File: src/rtl/alu_seq_pkg.sv
// Shared definitions for the ALU operation sequencer: field widths,
// the last legal opcode, FSM state encoding and an opcode legality helper.
package alu_seq_pkg;

    localparam int OPC_W   = 4;
    localparam int OPND_W  = 3;
    localparam int RES_W   = 6;
    localparam int ENTRY_W = OPC_W + 2 * OPND_W;

    localparam logic [OPC_W-1:0] OPC_LAST = 4'hB;

    typedef enum logic [1:0] {
        ST_IDLE  = 2'd0,
        ST_ISSUE = 2'd1,
        ST_WAIT  = 2'd2
    } state_t;

    // True for opcodes the ALU defines (0 .. OPC_LAST).
    function automatic logic opc_legal(input logic [OPC_W-1:0] opc);
        return opc <= OPC_LAST;
    endfunction

endpackage

File: src/rtl/alu_seq_fifo.sv
// Operation FIFO for the ALU sequencer. Power-of-two depth so the
// pointers wrap naturally; storage is not reset, only pointers and count.
module alu_seq_fifo #(
    parameter int DEPTH = 4,
    parameter int WIDTH = 10
) (
    input  logic                     clk,
    input  logic                     rst_n,
    input  logic                     push,
    input  logic                     pop,
    input  logic [WIDTH-1:0]         wdata,
    output logic [WIDTH-1:0]         rdata,
    output logic [$clog2(DEPTH):0]   count
);

    localparam int AW = $clog2(DEPTH);
    localparam logic [AW:0] FULL_COUNT = (AW + 1)'(DEPTH);

    logic [WIDTH-1:0] mem [DEPTH];
    logic [AW-1:0]    wr_ptr_reg;
    logic [AW-1:0]    rd_ptr_reg;
    logic [AW:0]      count_reg;
    logic             do_push;
    logic             do_pop;

    // Guard against overflow/underflow even if the caller misbehaves.
    assign do_push = push && (count_reg != FULL_COUNT);
    assign do_pop  = pop && (count_reg != '0);

    // Storage write; contents are don't-care after reset.
    always_ff @(posedge clk) begin
        if (do_push) begin
            mem[wr_ptr_reg] <= wdata;
        end
    end

    // Pointer and occupancy tracking; push+pop together leaves count unchanged.
    always_ff @(posedge clk or negedge rst_n) begin
        if (!rst_n) begin
            wr_ptr_reg <= '0;
            rd_ptr_reg <= '0;
            count_reg  <= '0;
        end else begin
            if (do_push) begin
                wr_ptr_reg <= wr_ptr_reg + 1'b1;
            end
            if (do_pop) begin
                rd_ptr_reg <= rd_ptr_reg + 1'b1;
            end
            case ({do_push, do_pop})
                2'b10:   count_reg <= count_reg + 1'b1;
                2'b01:   count_reg <= count_reg - 1'b1;
                default: count_reg <= count_reg;
            endcase
        end
    end

    assign rdata = mem[rd_ptr_reg];
    assign count = count_reg;

endmodule

File: src/rtl/alu_op_sequencer.sv
// ALU operation sequencer: queues operations, issues them one at a time
// to an external registered ALU, waits ALU_LAT clocks and captures the
// result into a single valid/ready output slot.
// Optional feature macro: ALU_SEQ_OPCODE_CHECK_EN (drop illegal opcodes
// and pulse err_illegal).
module alu_op_sequencer
    import alu_seq_pkg::*;
#(
    parameter int DEPTH   = 4,
    parameter int ALU_LAT = 1
) (
    input  logic              clk,
    input  logic              rst_n,
    input  logic              in_valid,
    output logic              in_ready,
    input  logic [OPND_W-1:0] in_opa,
    input  logic [OPND_W-1:0] in_opb,
    input  logic [OPC_W-1:0]  in_opcode,
    output logic [OPND_W-1:0] alu_opa,
    output logic [OPND_W-1:0] alu_opb,
    output logic [OPC_W-1:0]  alu_opcode,
    input  logic [RES_W-1:0]  alu_result,
    output logic              out_valid,
    input  logic              out_ready,
    output logic [RES_W-1:0]  out_result,
    output logic [OPC_W-1:0]  out_opcode,
    output logic              busy,
    output logic              err_illegal
);

    localparam int AW    = $clog2(DEPTH);
    localparam int CNT_W = (ALU_LAT < 2) ? 1 : $clog2(ALU_LAT + 1);
    localparam logic [AW:0]      FULL_COUNT = (AW + 1)'(DEPTH);
    localparam logic [CNT_W-1:0] CNT_ONE    = CNT_W'(1);

    state_t              state_reg, state_next;
    logic [CNT_W-1:0]    cnt_reg, cnt_next;
    logic                rst_done_reg;
    logic                accept;
    logic                fifo_push;
    logic                fifo_pop;
    logic                capture;
    logic [AW:0]         fifo_count;
    logic [ENTRY_W-1:0]  fifo_wdata;
    logic [ENTRY_W-1:0]  fifo_rdata;
    logic [OPND_W-1:0]   alu_opa_reg, alu_opb_reg;
    logic [OPC_W-1:0]    alu_opcode_reg;
    logic                out_valid_reg;
    logic [RES_W-1:0]    out_result_reg;
    logic [OPC_W-1:0]    out_opcode_reg;

    // in_ready stays low until the first clock after reset release.
    assign in_ready   = rst_done_reg && (fifo_count < FULL_COUNT);
    assign accept     = in_valid && in_ready;
    assign fifo_wdata = {in_opcode, in_opa, in_opb};

`ifdef ALU_SEQ_OPCODE_CHECK_EN
    logic err_illegal_reg;

    assign fifo_push = accept && opc_legal(in_opcode);

    // One-cycle flag for a handshake whose opcode was dropped.
    always_ff @(posedge clk or negedge rst_n) begin
        if (!rst_n) begin
            err_illegal_reg <= 1'b0;
        end else begin
            err_illegal_reg <= accept && !opc_legal(in_opcode);
        end
    end

    assign err_illegal = err_illegal_reg;
`else
    assign fifo_push   = accept;
    assign err_illegal = 1'b0;
`endif

    alu_seq_fifo #(
        .DEPTH (DEPTH),
        .WIDTH (ENTRY_W)
    ) u_fifo (
        .clk   (clk),
        .rst_n (rst_n),
        .push  (fifo_push),
        .pop   (fifo_pop),
        .wdata (fifo_wdata),
        .rdata (fifo_rdata),
        .count (fifo_count)
    );

    // Next-state logic: pop in IDLE, one ISSUE cycle, then count down the ALU latency.
    always_comb begin
        state_next = state_reg;
        cnt_next   = cnt_reg;
        fifo_pop   = 1'b0;
        capture    = 1'b0;
        case (state_reg)
            ST_IDLE: begin
                if (fifo_count != '0) begin
                    fifo_pop   = 1'b1;
                    state_next = ST_ISSUE;
                end
            end
            ST_ISSUE: begin
                cnt_next   = CNT_W'(ALU_LAT);
                state_next = ST_WAIT;
            end
            ST_WAIT: begin
                if (cnt_reg > CNT_ONE) begin
                    cnt_next = cnt_reg - CNT_ONE;
                end else if (!out_valid_reg || out_ready) begin
                    capture    = 1'b1;
                    cnt_next   = '0;
                    state_next = ST_IDLE;
                end
            end
            default: begin
                state_next = ST_IDLE;
                cnt_next   = '0;
            end
        endcase
    end

    // FSM state, wait counter and reset-release flag.
    always_ff @(posedge clk or negedge rst_n) begin
        if (!rst_n) begin
            state_reg    <= ST_IDLE;
            cnt_reg      <= '0;
            rst_done_reg <= 1'b0;
        end else begin
            state_reg    <= state_next;
            cnt_reg      <= cnt_next;
            rst_done_reg <= 1'b1;
        end
    end

    // ALU operand registers load only on a pop and otherwise hold.
    always_ff @(posedge clk or negedge rst_n) begin
        if (!rst_n) begin
            alu_opa_reg    <= '0;
            alu_opb_reg    <= '0;
            alu_opcode_reg <= '0;
        end else if (fifo_pop) begin
            {alu_opcode_reg, alu_opa_reg, alu_opb_reg} <= fifo_rdata;
        end
    end

    // Output slot: capture has priority; a lone out_ready drains it.
    always_ff @(posedge clk or negedge rst_n) begin
        if (!rst_n) begin
            out_valid_reg  <= 1'b0;
            out_result_reg <= '0;
            out_opcode_reg <= '0;
        end else if (capture) begin
            out_valid_reg  <= 1'b1;
            out_result_reg <= alu_result;
            out_opcode_reg <= alu_opcode_reg;
        end else if (out_ready) begin
            out_valid_reg  <= 1'b0;
        end
    end

    assign alu_opa    = alu_opa_reg;
    assign alu_opb    = alu_opb_reg;
    assign alu_opcode = alu_opcode_reg;
    assign out_valid  = out_valid_reg;
    assign out_result = out_result_reg;
    assign out_opcode = out_opcode_reg;
    assign busy       = (state_reg != ST_IDLE) || (fifo_count != '0);

endmodule

File: config.mk
export PLATFORM = sky130hd
export DESIGN_NAME = alu_op_sequencer
export DESIGN_NICKNAME = d
export VERILOG_FILES = /design/src/rtl/alu_seq_pkg.sv /design/src/rtl/alu_seq_fifo.sv /design/src/rtl/alu_op_sequencer.sv
export SDC_FILE = /design/constraint.sdc
export NUM_CORES = 1
export LEC_CHECK = 0
export ABC_AREA = 1
export ABC_CLOCK_PERIOD_IN_PS = 1800
export BUFFER_PORTS_ARGS = -buffer_cell sky130_fd_sc_hd__buf_2
export CORE_MARGIN = 1.5
export CORE_UTILIZATION = 26
export DETAILED_ROUTE_END_ITERATION = 6
export PLACE_DENSITY_LB_ADDON = 0.2
export SYNTH_ARGS = -nofsm -noshare
export SYNTH_HDL_FRONTEND = slang
export SYNTH_SLANG_ARGS = --single-unit
File: constraint.sdc
create_clock -name clk -period 1.8 [get_ports clk]
set_clock_uncertainty 0.2 [all_clocks]
set_input_delay 0.09 -clock clk [delete_from_list [all_inputs] [get_ports clk]]
set_output_delay 0.09 -clock clk [all_outputs]
set_load 0.02 [all_outputs]
Word-level counts from Yosys, hierarchy flattened

Memory sizes are Yosys's and may differ from the RTL's. A register that Yosys moved wholly into a read port is not among the register bits.
Index checks and enable logic that the tools add are counted.

Register bits: 22
Memory bits (writable): 40
Input port bits: 20
Output and inout port bits: 24
Logic and storage cells: 59
Memories: 1

Add/subtract/negate cells: 5
Magnitude comparators: 2
Equality and inequality tests: 9
Mux-type cells: 17
Bitwise logic cells: 1
Reductions and logical operators: 15

Memory list:

| name       | depth | bits a word | read ports | clocked after Yosys merged registers in | wr ports | line               | text |
|---|---|---|---|---|---|---|---|
| u_fifo.mem | 4     | 10          | 1          | 1                                       | 1        | alu_seq_fifo.sv:19 | `logic [WIDTH-1:0] mem [DEPTH];` |

Operators by type and width:

| cell                                              | number |
|---|---|
| two-way mux 1 bit                                 | 11 |
| two-way mux 2 bit                                 | 3 |
| != test 2 bit (second input constant)             | 3 |
| != test 3 bit (second input constant)             | 2 |
| one-hot mux 2 bit (3 select lines)                | 1 |
| one-hot mux 3 bit (2 select lines)                | 1 |
| nonzero test 2 bit                                | 3 |
| adder 2 x 1 -> 2 bit (second input constant)      | 2 |
| == test 2 x 1 -> 1 bit (second input constant)    | 2 |
| == test 2 bit (second input constant)             | 2 |
| logical AND 1 bit                                 | 4 |
| adder 3 x 1 -> 3 bit (second input constant)      | 1 |
| < comparator 3 bit (second input constant)        | 1 |
| one-hot mux 1 bit (3 select lines)                | 1 |
| AND reduction 3 bit                               | 1 |
| nonzero test 3 bit                                | 1 |
| subtractor 3 x 1 -> 3 bit (second input constant) | 1 |
| logical NOT 1 bit                                 | 2 |
| logical NOT 2 bit                                 | 1 |
| logical OR 1 bit                                  | 2 |
| AND reduction 2 bit                               | 1 |
| > comparator 1 bit (second input constant)        | 1 |
| NOT 1 bit                                         | 1 |
| subtractor 1 bit (second input constant)          | 1 |

Logic depth before layout (Yosys ltp)

Gate-level depths: netlist of the first run.

Depth after elaboration: 6
Depth in mapped cells: 12

By module

From an unflattened synthesis of the first run, not the netlist that was laid out.

Cell total of the unflattened synthesis: 288
Area, all modules: 3029.2 um^2

Modules (own cells, without submodules):

| module           | times used | cells an instance | area an instance (um^2) | sequential area each (um^2) |
|---|---|---|---|---|
| alu_seq_fifo     | 1          | 176               | 2058.2                  | 1376.3 |
| alu_op_sequencer | 1          | 112               | 970.9                   | 600.6 |

Least setup slack after synthesis of the first run

No wires, ideal clock.

Path type: register to register
From: reg u_fifo.count_reg[2], in the netlist u_fifo.count[2]
To: reg u_fifo.count_reg[1], in the netlist u_fifo.count[1]
Library setup time: 0.083 ns
Data arrival time: 1.745 ns
Data required time: 1.517 ns
Setup slack: -0.228 ns
Stages on the path, launching flop included: 7
Buffers on the path: 0
Period minus slack after synthesis: 2.028 ns
Cells stage by stage: dfrtp_1 > nor2_1 > nand2_2 > ha_1 > inv_1 > fa_1 > o21ai_0

Word-level cells in the longest chain between the ends: 6

Ends and longest elaborated chain:

| item                                                                     | line                   | text |
|---|---|---|
| start: declaration                                                       | alu_seq_fifo.sv:22     | `logic [AW:0] count_reg;` |
| start signal: assignment                                                 | alu_seq_fifo.sv:51     | `2'b10: count_reg <= count_reg + 1'b1;` |
| start signal: assignment                                                 | alu_seq_fifo.sv:52     | `2'b01: count_reg <= count_reg - 1'b1;` |
| start signal: assignment                                                 | alu_seq_fifo.sv:53     | `default: count_reg <= count_reg;` |
| < comparator 3 bit *                                                     | alu_op_sequencer.sv:53 | `assign in_ready = rst_done_reg && (fifo_count < FULL_COUNT);` |
| logical AND 1 bit *                                                      | alu_op_sequencer.sv:53 |  |
| named net in_ready                                                       | alu_op_sequencer.sv:15 | `output logic in_ready,` |
| logical AND 1 bit *                                                      | alu_op_sequencer.sv:54 | `assign accept = in_valid && in_ready;` |
| logical AND 1 bit *                                                      | alu_seq_fifo.sv:27     | `assign do_push = push && (count_reg != FULL_COUNT);` |
| == test 2 x 1 -> 1 bit or == test 2 bit (tied branches)                  | alu_seq_fifo.sv:50     | `case ({do_push, do_pop})` |
| one-hot mux 3 bit (2 select lines) or nonzero test 2 bit (tied branches) | n/a                    |  |

Mark *: on every way through the listed nets, which the timed path passes. The rest lies on a longest branch.
A chain may end at the register's enable or synchronous reset.

Final worst setup path of the first run

From: reg state_reg[1]
To: reg u_fifo.count_reg[2], in the netlist u_fifo.count[2]

Word-level cells in the longest chain between the ends: 5

Ends and longest elaborated chain:

| item                                                                     | line                    | text |
|---|---|---|
| start: declaration                                                       | alu_op_sequencer.sv:36  | `state_t state_reg, state_next;` |
| start signal: assignment                                                 | alu_op_sequencer.sv:130 | `state_reg <= state_next;` |
| logical NOT 2 bit *                                                      | alu_op_sequencer.sv:96  | `case (state_reg)` |
| two-way mux 1 bit *                                                      | alu_op_sequencer.sv:96  |  |
| logical AND 1 bit *                                                      | alu_seq_fifo.sv:28      | `assign do_pop = pop && (count_reg != '0);` |
| == test 2 x 1 -> 1 bit or == test 2 bit (tied branches)                  | alu_seq_fifo.sv:50      |  |
| one-hot mux 3 bit (2 select lines) or nonzero test 2 bit (tied branches) | n/a                     |  |

Every way passes the cells marked *; elsewhere a longest branch is shown, timed or not.

==> results of run 1 <==
-- through the flow --
step | util, % | setup slack [ns] | setup TNS (ns) | area, µm²
detailed placement | 30.66 | -0.03041 | -0.04134 | 3501
CTS | 35.20 | 0.001417 | 0 | 4019
finish | 35.33 | -0.02340 | -0.02340 | 4034
global placement | 30.66 | 0.01024 | 0 | 3501
global route | 35.33 | -0.1048 | -0.1176 | 4034
floorplan | - | -0.09607 | -0.1845 | 3078
-- cells in the mapped netlist, drive strengths merged --
master,instances,share of area [%]
nand2,112,14
inv,61,7.5
edfxtp,40,39
nand3,32,5.4
dfrtp,31,25
buf,11,2.3
nor2,9,1.3
ha,5,2.0
xor2,3,0.86
conb,2,0.25
o21ai,2,0.33
xnor2,2,0.57
a21oi,1,0.16
fa,1,0.66
-- layer usage --
| metal | part of all wire (%) | routed length [µm] | up-vias | GRT usage (%) |
|---|---|---|---|---|
| li1 | - | - | 1120 | - |
| met1 | 48 | 3045 | 992 | 14.36 |
| met2 | 46 | 2878 | 56 | 17.06 |
| met3 | 4.8 | 306 | 9 | 3.266 |
| met4 | 1.3 | 84 | 0 | 4.979 |
| met5 | 0 | 0 | - | 0 |
-- cells in the final DEF (no fill, tap or decap) --
master	instances
sky130_fd_sc_hd__nand2_1	110
sky130_fd_sc_hd__inv_1	52
sky130_fd_sc_hd__buf_2	42
sky130_fd_sc_hd__edfxtp_1	40
sky130_fd_sc_hd__dfrtp_1	31
sky130_fd_sc_hd__nand3_1	30
sky130_fd_sc_hd__buf_4	26
sky130_fd_sc_hd__dlygate4sd3_1	18
sky130_fd_sc_hd__inv_2	9
sky130_fd_sc_hd__clkbuf_16	9
sky130_fd_sc_hd__nor2_1	6
sky130_fd_sc_hd__ha_1	4
sky130_fd_sc_hd__xor2_1	3
sky130_fd_sc_hd__nand3_2	2
sky130_fd_sc_hd__nor2_2	2
sky130_fd_sc_hd__nand2_2	2
sky130_fd_sc_hd__xnor2_1	2
sky130_fd_sc_hd__o21ai_1	2
sky130_fd_sc_hd__conb_1	2
sky130_fd_sc_hd__clkinv_1	2
sky130_fd_sc_hd__clkinv_2	2
sky130_fd_sc_hd__clkbuf_1	2
sky130_fd_sc_hd__nor2_4	1
sky130_fd_sc_hd__a21oi_1	1
sky130_fd_sc_hd__fa_2	1
sky130_fd_sc_hd__ha_4	1
sky130_fd_sc_hd__clkinvlp_4	1
-- kinds of logic after synthesis --
family          synth area share [%]
simple gates                   20.60
xor+xnor                       1.434
compound gates                0.4909
flops                          64.70
buf+inv                        9.828
other cells                   0.2458
fa+ha+maj                      2.703
-- worst max-delay path, delay by kind of cell, from the launching register on --
kind	cells	cell delay, ns
XOR/XNOR	1	0.16
adder cells (fa/ha/maj)	2	0.47
buffers and inverters	2	0.12
flip-flops	1	0.38
AND/OR/NAND/NOR	4	0.39
-- cell type report --
| type | count | area share, % |
|---|---|---|
| clock buffers | 11 | 5.769 |
| clock inverters | 5 | 0.6203 |
| inverters | 61 | 5.676 |
| multi-input cells | 169 | 19.98 |
| flip-flops and latches | 71 | 49.01 |
| well taps | 143 | 4.435 |
| repair buffers | 86 | 14.52 |
-- worst max path at each step --
stage / start / to / slack (ns) / cells past startpoint
after floorplan: state_reg[0] / u_fifo.count[2] / -0.1 / 10
after global placement: u_fifo.count[2] / u_fifo.count[2] / 0.01 / 11
after detailed placement: u_fifo.count[2] / u_fifo.count[2] / -0.03 / 11
after CTS: u_fifo.count[2] / u_fifo.count[2] / 0.001 / 10
after global routing: state_reg[1] / u_fifo.count[2] / -0.10 / 9
final: state_reg[1] / u_fifo.count[2] / -0.02 / 9
-- power by group --
group          leakage (µW)  internal (µW)  switching (µW)
combinational       0.00115           1080            1660
sequential         0.000741           2140             228
clock              0.000124            918             629
-- timing repair --
item | 4_1_cts | 5_1_grt
gates resized for setup | 1 | 1
pin swaps | 5 | 2
endpoints found under the hold margin | 78 | 0
buffers inserted | 10 | 2
hold buffers | 18 | 0
endpoints found under the setup margin | 2 | 2
==> impl_results.rst, run 1 <==
.. list-table::
   :header-rows: 1

   * - Metric
     - Value
   * - Placed wire-length estimate after detailed placement
     - 4092 µm
   * - GRT Total Usage
     - 11.03%
   * - P per Cell Area
     - 1650 nW/µm²
   * - Startpoint of the most critical hold path
     - in_valid
   * - Clk buf depth
     - 2
   * - TritonCTS clock tree
     - yes
   * - Library cell contributing the largest single delay on the critical path
     - sky130_fd_sc_hd__dfrtp_1
   * - Worst Hold End
     - u_fifo.count[1]
   * - Pins Over Slew Limit
     - 0
   * - TritonCTS buffer count
     - 9
   * - Drt pass-1 iters
     - 4
   * - Flip-flop and latch count after synthesis
     - 71
   * - Type of the worst min-delay path
     - input port to flop
   * - Synthesis-to-finish area growth
     - 32.02%
   * - Maximum number of pins on one net before global-route repair
     - 32
   * - Net total in the final layout
     - 424
   * - Most frequent cell on the critical path
     - sky130_fd_sc_hd__inv_2
   * - Flop2flop setup slack
     - -0.02 ns
   * - Clock edge transition at the registers on the reported setup and hold paths
     - ~0.060 ns
   * - Detailed-route DRC error count
     - 0
   * - Max H-tree Level
     - 3
   * - First-pass GRT wire length
     - 10620 µm
   * - Chip height
     - 111.4 µm
   * - Synth Instances
     - approximately 310
   * - Buffers added on ports
     - 42
   * - Static Leakage
     - 0.002011 µW
   * - DRC violation total after the first TritonRoute iteration
     - 102
   * - WL final
     - 6315 µm
   * - Worst Hold Slack
     - 0.001649 ns
   * - Worst-Skew Late Latency
     - 0.33 ns
   * - Critical path peak fanout
     - 2
   * - Kind of end point of the critical path
     - flop
   * - Vias in the first global route
     - between 2k and 2.5k
   * - Count of endpoints failing setup in the final report
     - 1
   * - Slew at the pin closest to its max-slew limit
     - 0.7082 ns
   * - Arrival time at the worst endpoint
     - 1.84 ns
   * - Horiz. Die Dim
     - 111.4 µm
   * - Violated checks
     - negative setup slack
   * - Number of standard cells in the layout, taps in and fillers out
     - 546
   * - Overflow left after global routing
     - 0
   * - Critical path, cell by cell
     - nor2_2 > nand2_2 > inv_2 > ha_4 > inv_2 > fa_2 > nand2_1 > nand3_2 > xor2_1
   * - Number of nets with antenna violations after routing
     - 0
   * - Starting density of the core
     - 26.76%
   * - Core Area
     - between 10000 and 15000 µm²
   * - Final worst setup slack
     - -0.02340 ns
   * - Summed instance area of the synthesized netlist
     - 3055 µm²
   * - Via total after detailed routing
     - 2177
   * - Outcome
     - finished with violations
   * - Count of final hold-check violations
     - 0
   * - Filler Cell Count
     - approximately 1.2k
   * - Core Rows
     - 39
   * - Via density
     - ~4
   * - Ys Warns
     - 0
   * - Post-synthesis net count
     - 338
   * - Cell depth of the worst flop-to-flop path
     - 9
   * - Sequential cell area fraction in the yosys report
     - 64.70%
   * - Worst setup SP type
     - flop
   * - Number of placed I/O pins
     - 44
   * - Required time reported for the critical path endpoint
     - between 1.5 and 2 ns
   * - CTS Root Buffer Type
     - sky130_fd_sc_hd__clkbuf_16
   * - Overall power consumption
     - ~6700 µW
   * - Max Clock Freq
     - 0.5484 GHz
   * - Number of flip-flops under the largest register name
     - 40
   * - Share of cells above drive strength 1
     - 24.32%
   * - Antenna violations before repair
     - 0
   * - Area of all sequential standard cells
     - 1977 µm²
   * - Routability congestion estimate from global placement
     - around 0.73
   * - TritonCTS sink count
     - 71
   * - Count of placed standard cells including taps
     - 500
   * - Antenna cells
     - 0
   * - Hold-critical path depth
     - 4
   * - Max Cap Violations
     - 0
   * - Die outline area
     - approximately 12000 µm²
   * - Netlist cell types
     - 21
   * - RSZ-0062 raised after global routing
     - true
   * - Avg Inst Size Synth
     - roughly 9.8 µm²
   * - Slowest Stage Delay on Critical Path
     - 0.38 ns
   * - Relative slew margins
     - between 50% and 60%
   * - End of the worst register-to-register path
     - u_fifo.count[2]
   * - WL/cell
     - approximately 12 µm
   * - Tcrit/Tclk final
     - 101.3%
   * - Shortest period the worst path allows
     - about 1.8 ns
   * - Peak supply drop
     - 790.5 µV
   * - Reg-to-reg critical path startpoint
     - state_reg[1]
   * - Area of the multi-input gates
     - about 810 µm²
   * - Critical path start-end classification
     - flop to flop
Note: power is estimated with default switching activity, not from simulation.
==> run 2: changes to the inputs <==
Settings changed: ABC_CLOCK_PERIOD_IN_PS 1800 to 1750, GPL_TIMING_DRIVEN set to 0.
Clock period 1.8 ns to 1.75 ns, I/O delays scaled along.
==> impl_results.rst, run 2 (synthesized netlist as in run 1, its figures left out) <==
.. list-table::
   :header-rows: 1

   * - Metric
     - Value
   * - Die outline area
     - 12410 µm²
   * - First-pass GRT wire length
     - 10780 µm
   * - Tcrit/Tclk final
     - 105.7%
   * - Required time reported for the critical path endpoint
     - about 1.8 ns
   * - Highest-count cells in the layout ignoring fill and taps
     - sky130_fd_sc_hd__nand2_1 (108), sky130_fd_sc_hd__inv_1 (51), sky130_fd_sc_hd__buf_2 (48), sky130_fd_sc_hd__edfxtp_1 (40), sky130_fd_sc_hd__dfrtp_1 (31)
   * - Placed wire-length estimate after detailed placement
     - 4192 µm
   * - Reg-to-reg critical path startpoint
     - state_reg[0]
   * - Synthesis-to-finish area growth
     - 38.70%
   * - Horiz. Die Dim
     - ~110 µm
   * - Number of placed I/O pins
     - between 40 and 50
   * - Most common cell after layout, fill and taps aside
     - sky130_fd_sc_hd__nand2_1
   * - TritonCTS clock tree
     - yes
   * - WL final
     - between 6000 and 7000 µm
   * - Worst-Skew Late Latency
     - 0.33 ns
   * - Max Clock Freq
     - 0.5407 GHz
   * - Design area
     - roughly 4200 µm²
   * - Count of placed standard cells including taps
     - 497
   * - End of the worst register-to-register path
     - u_fifo.count[2]
   * - Detailed-route DRC error count
     - 0
   * - Via total after detailed routing
     - 2188
   * - Routed metal-1 wire length
     - 3234 µm
   * - Number of flip-flops under the largest register name
     - 40
   * - WL/cell
     - 12.29 µm
   * - Slew at the pin closest to its max-slew limit
     - 0.7256 ns
   * - Post-place instance area
     - around 3500 µm²
   * - Cell depth of the worst flop-to-flop path
     - 9
   * - Core Area
     - about 11000 µm²
   * - Core Rows
     - 39
   * - Chip height
     - 111.4 µm
   * - Pins Over Slew Limit
     - 0
   * - Filler Cell Count
     - 1188
   * - Number of standard cells in the layout, taps in and fillers out
     - 547
   * - Shortest period the worst path allows
     - 1.849 ns
   * - RSZ-0062 raised after global routing
     - true
   * - Max Cap Violations
     - 0
   * - Worst slack at placement
     - -0.4254 ns
   * - Outcome
     - finished with violations
   * - Clock edge transition at the registers on the reported setup and hold paths
     - around 0.060 ns
   * - Static Leakage
     - 0.002066 µW
   * - Peak supply drop
     - approximately 1100 µV
   * - Routability congestion estimate from global placement
     - between 0.7 and 0.8
   * - Antenna violations before repair
     - 0
   * - P per Cell Area
     - 1767 nW/µm²
   * - Number of nets with antenna violations after routing
     - 0
   * - Relative slew margins
     - 51.63%
   * - Net total in the final layout
     - 425
   * - Kind of end point of the critical path
     - flop
   * - Violated checks
     - negative setup slack
   * - Starting density of the core
     - 26.76%
   * - Antenna cells
     - 0
   * - Type of the worst min-delay path
     - input port to asynchronous set/reset pin
   * - Via density
     - 4.000
   * - Flop2flop setup slack
     - -0.1 ns
   * - Drt pass-1 iters
     - 4
   * - Detail Route met2 WL
     - a little over 3000 µm
   * - Arrival time at the worst endpoint
     - about 1.9 ns
   * - Final design utilization
     - 37.11%
   * - TritonCTS sink count
     - 71
   * - Overflow left after global routing
     - 0
   * - Routed wire length on met3
     - 292 µm
   * - Final worst setup slack
     - -0.09932 ns
   * - GRT Total Usage
     - 11.35%
   * - Count of final hold-check violations
     - 0
   * - Clk buf depth
     - 2
   * - CTS Root Buffer Type
     - sky130_fd_sc_hd__clkbuf_16
   * - TritonCTS buffer count
     - 9
   * - Critical path start-end classification
     - flop to flop
   * - DRC violation total after the first TritonRoute iteration
     - 110
   * - Overall power consumption
     - 7487 µW
   * - Vias in the first global route
     - between 2k and 2.5k
   * - Max H-tree Level
     - 3
   * - Worst setup SP type
     - flop
   * - Buffers added on ports
     - 42
   * - Critical path peak fanout
     - 3
   * - Maximum number of pins on one net before global-route repair
     - 32
   * - Count of endpoints failing setup in the final report
     - 2
   * - DR top layer
     - met4
   * - Share of cells above drive strength 1
     - 26.98%
run 2: cell count changes in the layout (fill, tap and decap cells not counted), moves of 2 or more:
cell	delta
sky130_fd_sc_hd__buf_4	-10
sky130_fd_sc_hd__buf_2	+6
sky130_fd_sc_hd__nor2_4	+5
sky130_fd_sc_hd__buf_12	+4
sky130_fd_sc_hd__nor2_1	-4
sky130_fd_sc_hd__bufinv_16	+3
sky130_fd_sc_hd__clkbuf_1	-2
sky130_fd_sc_hd__clkinv_1	-2
sky130_fd_sc_hd__inv_4	+2
sky130_fd_sc_hd__nand2_1	-2
run 2: per-layer routing:
metal	global-route usage [%]	vias up
li1	-	1121
met1	14.72	1009
met2	18.20	49
met3	3.756	9
met4	3.291	0
met5	0	-
run 2: where the power goes:
group / switching (µW) / internal (µW) / total [µW]
registers: 238 / 2200 / 2440
logic: 1830 / 1130 / 2960
clock network: 690 / 1400 / 2090
total: 2760 / 4730 / 7490
run 2: layout make-up:
cell class                 instances  area, µm²  share of cell area [%]
inverter                          61      234.0                   5.521
clock buffer                       9      225.2                   5.314
clock inverter                     7      120.1                   2.834
timing repair buffer              77      570.5                   13.46
sequential                        71       1977                   46.65
multi-input combinational        169      872.1                   20.58
buffer                            10      60.06                   1.417
tap                              143      178.9                   4.222
run 2: repair_timing:
item / 4_1_cts / 5_1_grt
cloned: 0 / 0
resized for setup: 13 / 7
hold buffers: 19 / 0
endpoints found under the hold margin: 81 / 0
pin swaps: 4 / 13
endpoints found under the setup margin: 42 / 42
setup buffers: 6 / 10
run 2: worst max-delay path by stage:
stage	startpoint	to
detailed placement	u_fifo.count[2]	u_fifo.mem[3][6]
finish	state_reg[0]	u_fifo.count[2]
floorplan	state_reg[0]	u_fifo.count[2]
global route	state_reg[0]	u_fifo.count[2]
CTS	state_reg[1]	u_fifo.count[2]
global placement	u_fifo.count[2]	u_fifo.mem[3][6]
run 2: stage by stage:
step / setup TNS [ns] / hold WS (ns)
finish: -0.1106 / 0.1683
global route: -0.3022 / 0.2399
CTS: -0.2700 / 0.1837
detailed placement: -16.82 / -0.009321
global placement: -16.28 / -0.01450
floorplan: -2.143 / -0.4081
run 2: worst max-delay path, cell delays in order, from the launching register on:
cell and delay (ns):
sky130_fd_sc_hd__dfrtp_1 0.40, sky130_fd_sc_hd__nor2_4 0.14, sky130_fd_sc_hd__nand2_4 0.07, sky130_fd_sc_hd__inv_4 0.08, sky130_fd_sc_hd__ha_4 0.15, sky130_fd_sc_hd__inv_4 0.04
sky130_fd_sc_hd__fa_2 0.37, sky130_fd_sc_hd__nand2_2 0.07, sky130_fd_sc_hd__nand3_2 0.07, sky130_fd_sc_hd__xor2_1 0.14
